`config.mk`:
```
export PLATFORM = sky130hd
export DESIGN_NAME = mdu_e
export DESIGN_NICKNAME = d
export VERILOG_FILES = /design/src/rtl/mdu_e.sv
export SDC_FILE = /design/constraint.sdc
export NUM_CORES = 2
export LEC_CHECK = 0
export ABC_AREA = 1
export CORE_ASPECT_RATIO = 1.1
export CORE_UTILIZATION = 45
export CTS_CLUSTER_SIZE = 25
export DETAILED_ROUTE_END_ITERATION = 16
export PLACE_DENSITY = 0.66
export SYNTH_ARGS = -nofsm -noshare
export SYNTH_HDL_FRONTEND = slang
export SYNTH_SLANG_ARGS = --single-unit
export TNS_END_PERCENT = 50
```
`constraint.sdc`:
```
create_clock -name clk -period 5.4 [get_ports clk]
set_clock_uncertainty 0.15 [all_clocks]
set_input_delay 0.81 -clock clk [delete_from_list [all_inputs] [get_ports clk]]
set_output_delay 0.81 -clock clk [all_outputs]
set_load 0.01 [all_outputs]
```
`src/rtl/mdu_e.sv`:
```
// E-stage multiply/divide unit: mult/multu/div/divu/mthi/mtlo against HI/LO with fixed-latency busy.
// Divider is built only when MDU_DIV_EN is defined; otherwise op 2/3 behave as reserved no-ops.
module mdu_e #(
    parameter int MULT_CYCLES = 5,
    parameter int DIV_CYCLES  = 10
) (
    input  logic        clk,
    input  logic        rst_n,
    input  logic        start,
    input  logic [2:0]  op,
    input  logic [31:0] a,
    input  logic [31:0] b,
    input  logic        md_use,
    output logic        busy,
    output logic        stall,
    output logic [31:0] hi,
    output logic [31:0] lo
);

    typedef enum logic {S_IDLE, S_RUN} state_t;

    state_t      r_state, w_state_nxt;
    logic [4:0]  r_cnt, w_cnt_nxt;
    logic [31:0] r_hi, r_lo, r_p_hi, r_p_lo;

    logic        w_is_mul, w_is_div, w_launch, w_idle, w_done;
    logic [31:0] w_res_hi, w_res_lo;

    logic signed [63:0] w_ma, w_mb, w_prod;

    assign w_is_mul = (op == 3'd0) | (op == 3'd1);
`ifdef MDU_DIV_EN
    assign w_is_div = (op == 3'd2) | (op == 3'd3);
`else
    assign w_is_div = 1'b0;
`endif
    assign w_idle   = (r_state == S_IDLE);
    assign w_launch = start & (w_is_mul | w_is_div);
    assign w_done   = (r_state == S_RUN) & (r_cnt == 5'd1);

    // Low 64 bits of the product are identical for signed and unsigned once operands are extended.
    assign w_ma   = {{32{~op[0] & a[31]}}, a};
    assign w_mb   = {{32{~op[0] & b[31]}}, b};
    assign w_prod = w_ma * w_mb;

`ifdef MDU_DIV_EN
    function automatic logic [31:0] f_neg(input logic [31:0] v);
        return ~v + 32'd1;
    endfunction

    function automatic logic [31:0] f_abs(input logic [31:0] v, input logic sgn);
        return (sgn & v[31]) ? f_neg(v) : v;
    endfunction

    logic        w_sgn, w_bz;
    logic [31:0] w_ua, w_ub, w_ub_safe, w_uq, w_ur, w_q, w_r;

    assign w_sgn     = ~op[0];
    assign w_bz      = (b == 32'd0);
    assign w_ua      = f_abs(a, w_sgn);
    assign w_ub      = f_abs(b, w_sgn);
    assign w_ub_safe = w_bz ? 32'd1 : w_ub;
    assign w_uq      = w_ua / w_ub_safe;
    assign w_ur      = w_ua % w_ub_safe;
    // Quotient truncates toward zero; remainder follows the dividend's sign.
    assign w_q       = (w_sgn & (a[31] ^ b[31])) ? f_neg(w_uq) : w_uq;
    assign w_r       = (w_sgn & a[31]) ? f_neg(w_ur) : w_ur;

    always_comb begin
        w_res_hi = w_prod[63:32];
        w_res_lo = w_prod[31:0];
        if (w_is_div) begin
            w_res_hi = w_bz ? r_hi : w_r;
            w_res_lo = w_bz ? r_lo : w_q;
        end
    end
`else
    always_comb begin
        w_res_hi = w_prod[63:32];
        w_res_lo = w_prod[31:0];
    end
`endif

    always_comb begin
        w_state_nxt = r_state;
        w_cnt_nxt   = r_cnt;
        case (r_state)
            S_IDLE: begin
                if (w_launch) begin
                    w_state_nxt = S_RUN;
                    w_cnt_nxt   = w_is_mul ? 5'(MULT_CYCLES) : 5'(DIV_CYCLES);
                end
            end
            S_RUN: begin
                w_cnt_nxt = r_cnt - 5'd1;
                if (r_cnt == 5'd1) begin
                    w_state_nxt = S_IDLE;
                end
            end
            default: begin
                w_state_nxt = S_IDLE;
                w_cnt_nxt   = 5'd0;
            end
        endcase
    end

    always_ff @(posedge clk or negedge rst_n) begin
        if (!rst_n) begin
            r_state <= S_IDLE;
            r_cnt   <= 5'd0;
        end else begin
            r_state <= w_state_nxt;
            r_cnt   <= w_cnt_nxt;
        end
    end

    always_ff @(posedge clk or negedge rst_n) begin
        if (!rst_n) begin
            r_p_hi <= 32'd0;
            r_p_lo <= 32'd0;
        end else if (w_idle & w_launch) begin
            r_p_hi <= w_res_hi;
            r_p_lo <= w_res_lo;
        end
    end

    // Starts arriving during RUN (including mthi/mtlo) are dropped.
    always_ff @(posedge clk or negedge rst_n) begin
        if (!rst_n) begin
            r_hi <= 32'd0;
            r_lo <= 32'd0;
        end else if (w_done) begin
            r_hi <= r_p_hi;
            r_lo <= r_p_lo;
        end else if (w_idle & start) begin
            if (op == 3'd4) r_hi <= a;
            if (op == 3'd5) r_lo <= a;
        end
    end

    assign busy  = (r_state == S_RUN);
    assign stall = md_use & (busy | w_launch);
    assign hi    = r_hi;
    assign lo    = r_lo;

endmodule
```
==> flow_summary.json <==
{
  "layout_min_cycle_time_ns": 7.34,
  "crit_start": "a[31]",
  "cts_root_buffer": "clkbuf_16",
  "die_width_um": 307,
  "hold_depth": 2,
  "reg2reg_slack_ns": 2.77,
  "grt_setup_unrepaired": "true",
  "path_common_cell": "fa_1",
  "cpPeakStageDelay_ns": 0.65,
  "yosysSeqAreaShare_pct": 7.28,
  "cts_buffers": 17,
  "rows": 122,
  "period_share_pct": 136,
  "start_kind": "input pin",
  "synth-seq-cells": 134,
  "status": "finished with violations",
  "initial_core_util_pct": 45.6,
  "syn2layout_area_growth_pct": 30.4,
  "design.die.area_um2": 104000,
  "cts_sinks": 134,
  "synth.area.top_cells": "fa_1, inv_1, nand2_1",
  "slowest_stage": "fa_2",
  "track_usage_pct": 32.6,
  "num_vias": 40195,
  "synthCells": 5902,
  "netlist_top_cells_count": "inv_1, nand2_1, fa_1",
  "synth_compound_area_share_pct": 2.31,
  "routed_via_density": 5.08,
  "fp.dieH_um": 337,
  "fin_ws_ns": -1.94,
  "muxShareOfSynthArea_pct": 0,
  "ys_types": 37,
  "grt_max_degree": 97,
  "grt_pass1_vias": 43020,
  "worstHoldPathType": "reg2reg",
  "first_pass_iters": 6,
  "max_freq_mhz": 136,
  "synthFlopType": "dfrtp_1",
  "clkLatencyLatePin_ns": 0.44,
  "cts_tree": "built",
  "reg2reg_depth": 9,
  "max-slew-margin-rel_pct": 39.5,
  "synth_top_family_by_area": "adder cells",
  "setup_violations": 55,
  "io_pins": 137,
  "drc": 0,
  "stdcell_count": 7907,
  "final_antenna_net_count": 0,
  "crit_arrival_ns": 7.51,
  "synth-warning-count": 0,
  "maxCapViolCount": 0,
  "place.gp.congestion": 0.985,
  "grt_overflow": 0,
  "synth_xor_area_share_pct": 0.476,
  "hold_ws_ns": 0.330,
  "hold_viol": 0,
  "avgSynthCellArea_um2": 7.80,
  "final_design_area_no_fill_um2": 60100,
  "synth_edf_count": 0,
  "final_util_pct": 59.4,
  "critPathKind": "in2reg",
  "required_ns": 5.57,
  "yosys.area_share.simple_pct": 18.2,
  "drive_above_1_share_pct": 24.0,
  "clock_path_buffers": 2,
  "cts_hold_buf": 0,
  "first_iter_violations": 3072,
  "hpwl_um": 127000,
  "netlist_area_um2": 46000,
  "violations": "setup timing",
  "hold_start": "r_p_hi[10]$_DFFE_PN0P_",
  "tightest_slew_ns": 0.907,
  "finalMaxSlewViolations": 0,
  "synth_top_area_share_pct": 48.9,
  "yosys.area.top_type": "fa_1",
  "wl_per_cell_um": 20.8,
  "ctsHtreeMaxLevel": 4,
  "numPortBuffers": 136,
  "synthAdderAreaFrac_pct": 54.7,
  "dpl_cell_area_um2": 54000,
  "layout.nets": 7939,
  "dp.cells": 7690,
  "wl_um": 164000,
  "synth_most_common_cell": "inv_1",
  "regToRegStartpoint": "r_cnt[0]$_DFFE_PN0N_",
  "clkTransAtPathRegs_ns": 0.06,
  "core-area_um2": 101000,
  "grt_antenna_before_repair": 4,
  "cp-end-kind": "register",
  "ys_async_sr_fraction_pct": 100,
  "synth_nets": 7312,
  "crit_fanout": 6,
  "grt_pass1_wl_um": 252000
}
-- worst max-delay path: cells and delay by family --
kind	cells	cell delay [ns]
fa+ha+maj	9	4.58
buf+inv	12	1.14
simple gates	12	0.96
-- final cells by class --
type | instances | area, µm²
Antenna cell | 2 | 5.00
Clock buffer | 20 | 467
Clock inverter | 11 | 244
Fill cell | 8759 | 41000
Inverter | 1813 | 6860
Multi-Input combinational cell | 3690 | 38200
Sequential cell | 134 | 3350
Tap cell | 1364 | 1710
Timing Repair Buffer | 873 | 9190
-- repair_timing --
action / in CTS / in global routing
pin swaps: 222 / 233
cloned: 38 / 2
endpoints found under the setup margin: 57 / 57
resized for setup: 786 / 386
setup buffers: 110 / 45
-- path summary, 6_finish.rpt --
kind / end
worst max-delay path: r_p_hi[27]$_DFFE_PN0P_
worst min-delay path: r_p_hi[10]$_DFFE_PN0P_
worst max register to register: lo[6]$_DFFE_PN0P_
worst min register to register: r_p_hi[10]$_DFFE_PN0P_
max in group asynchronous: r_p_hi[10]$_DFFE_PN0P_
min in group asynchronous: hi[8]$_DFFE_PN0P_
-- cell usage in the layout (no fill, tap or decap), drive strengths merged, types with 6 or more instances in the layout --
cell type         n
fa             1125
clkdlybuf4s50    70
nand4            25
bufinv            7
nor2            198
a21oi            67
xor2             14
dfrtp           134
nand3           141
dlygate4sd2       8
nor3             15
buf             757
or2               6
o211ai           20
o21bai           11
o21ai            74
bufbuf           22
o221ai           11
clkbuf           29
ha              214
xnor2            11
inv            1809
nand2          1747
-- registers in the layout, summed over array words and instances (netlist names) --
register  flops
hi           32
lo           32
r_p_hi       32
r_p_lo       32
r_cnt         5
busy          1
-- through the flow --
step                setup WS (ns)  setup TNS [ns]
floorplan                   -1.90          -77.55
global placement            -2.89         -139.38
detailed placement          -2.86         -140.27
CTS                         -1.98          -90.74
global route                -2.17         -100.64
finish                      -1.94          -89.77
-- cells by family after synthesis --
group,Yosys count
flip-flops,134
AO/OA/AOI/OAI,185
AND/OR/NAND/NOR,2141
adder cells (fa/ha/maj),1339
buffers and inverters,2078
XOR/XNOR,25
-- per-layer routing --
metal	vias up	GRT usage (%)	wire (µm)
li1	17641	-	-
met1	20431	41.3	62300
met4	2	17.8	11700
met2	1675	53.9	77300
met5	-	0	13
met3	446	4.98	12800
Power is not shown: default switching activity piles up to over one toggle a cycle in this logic, so the estimate is an artifact.
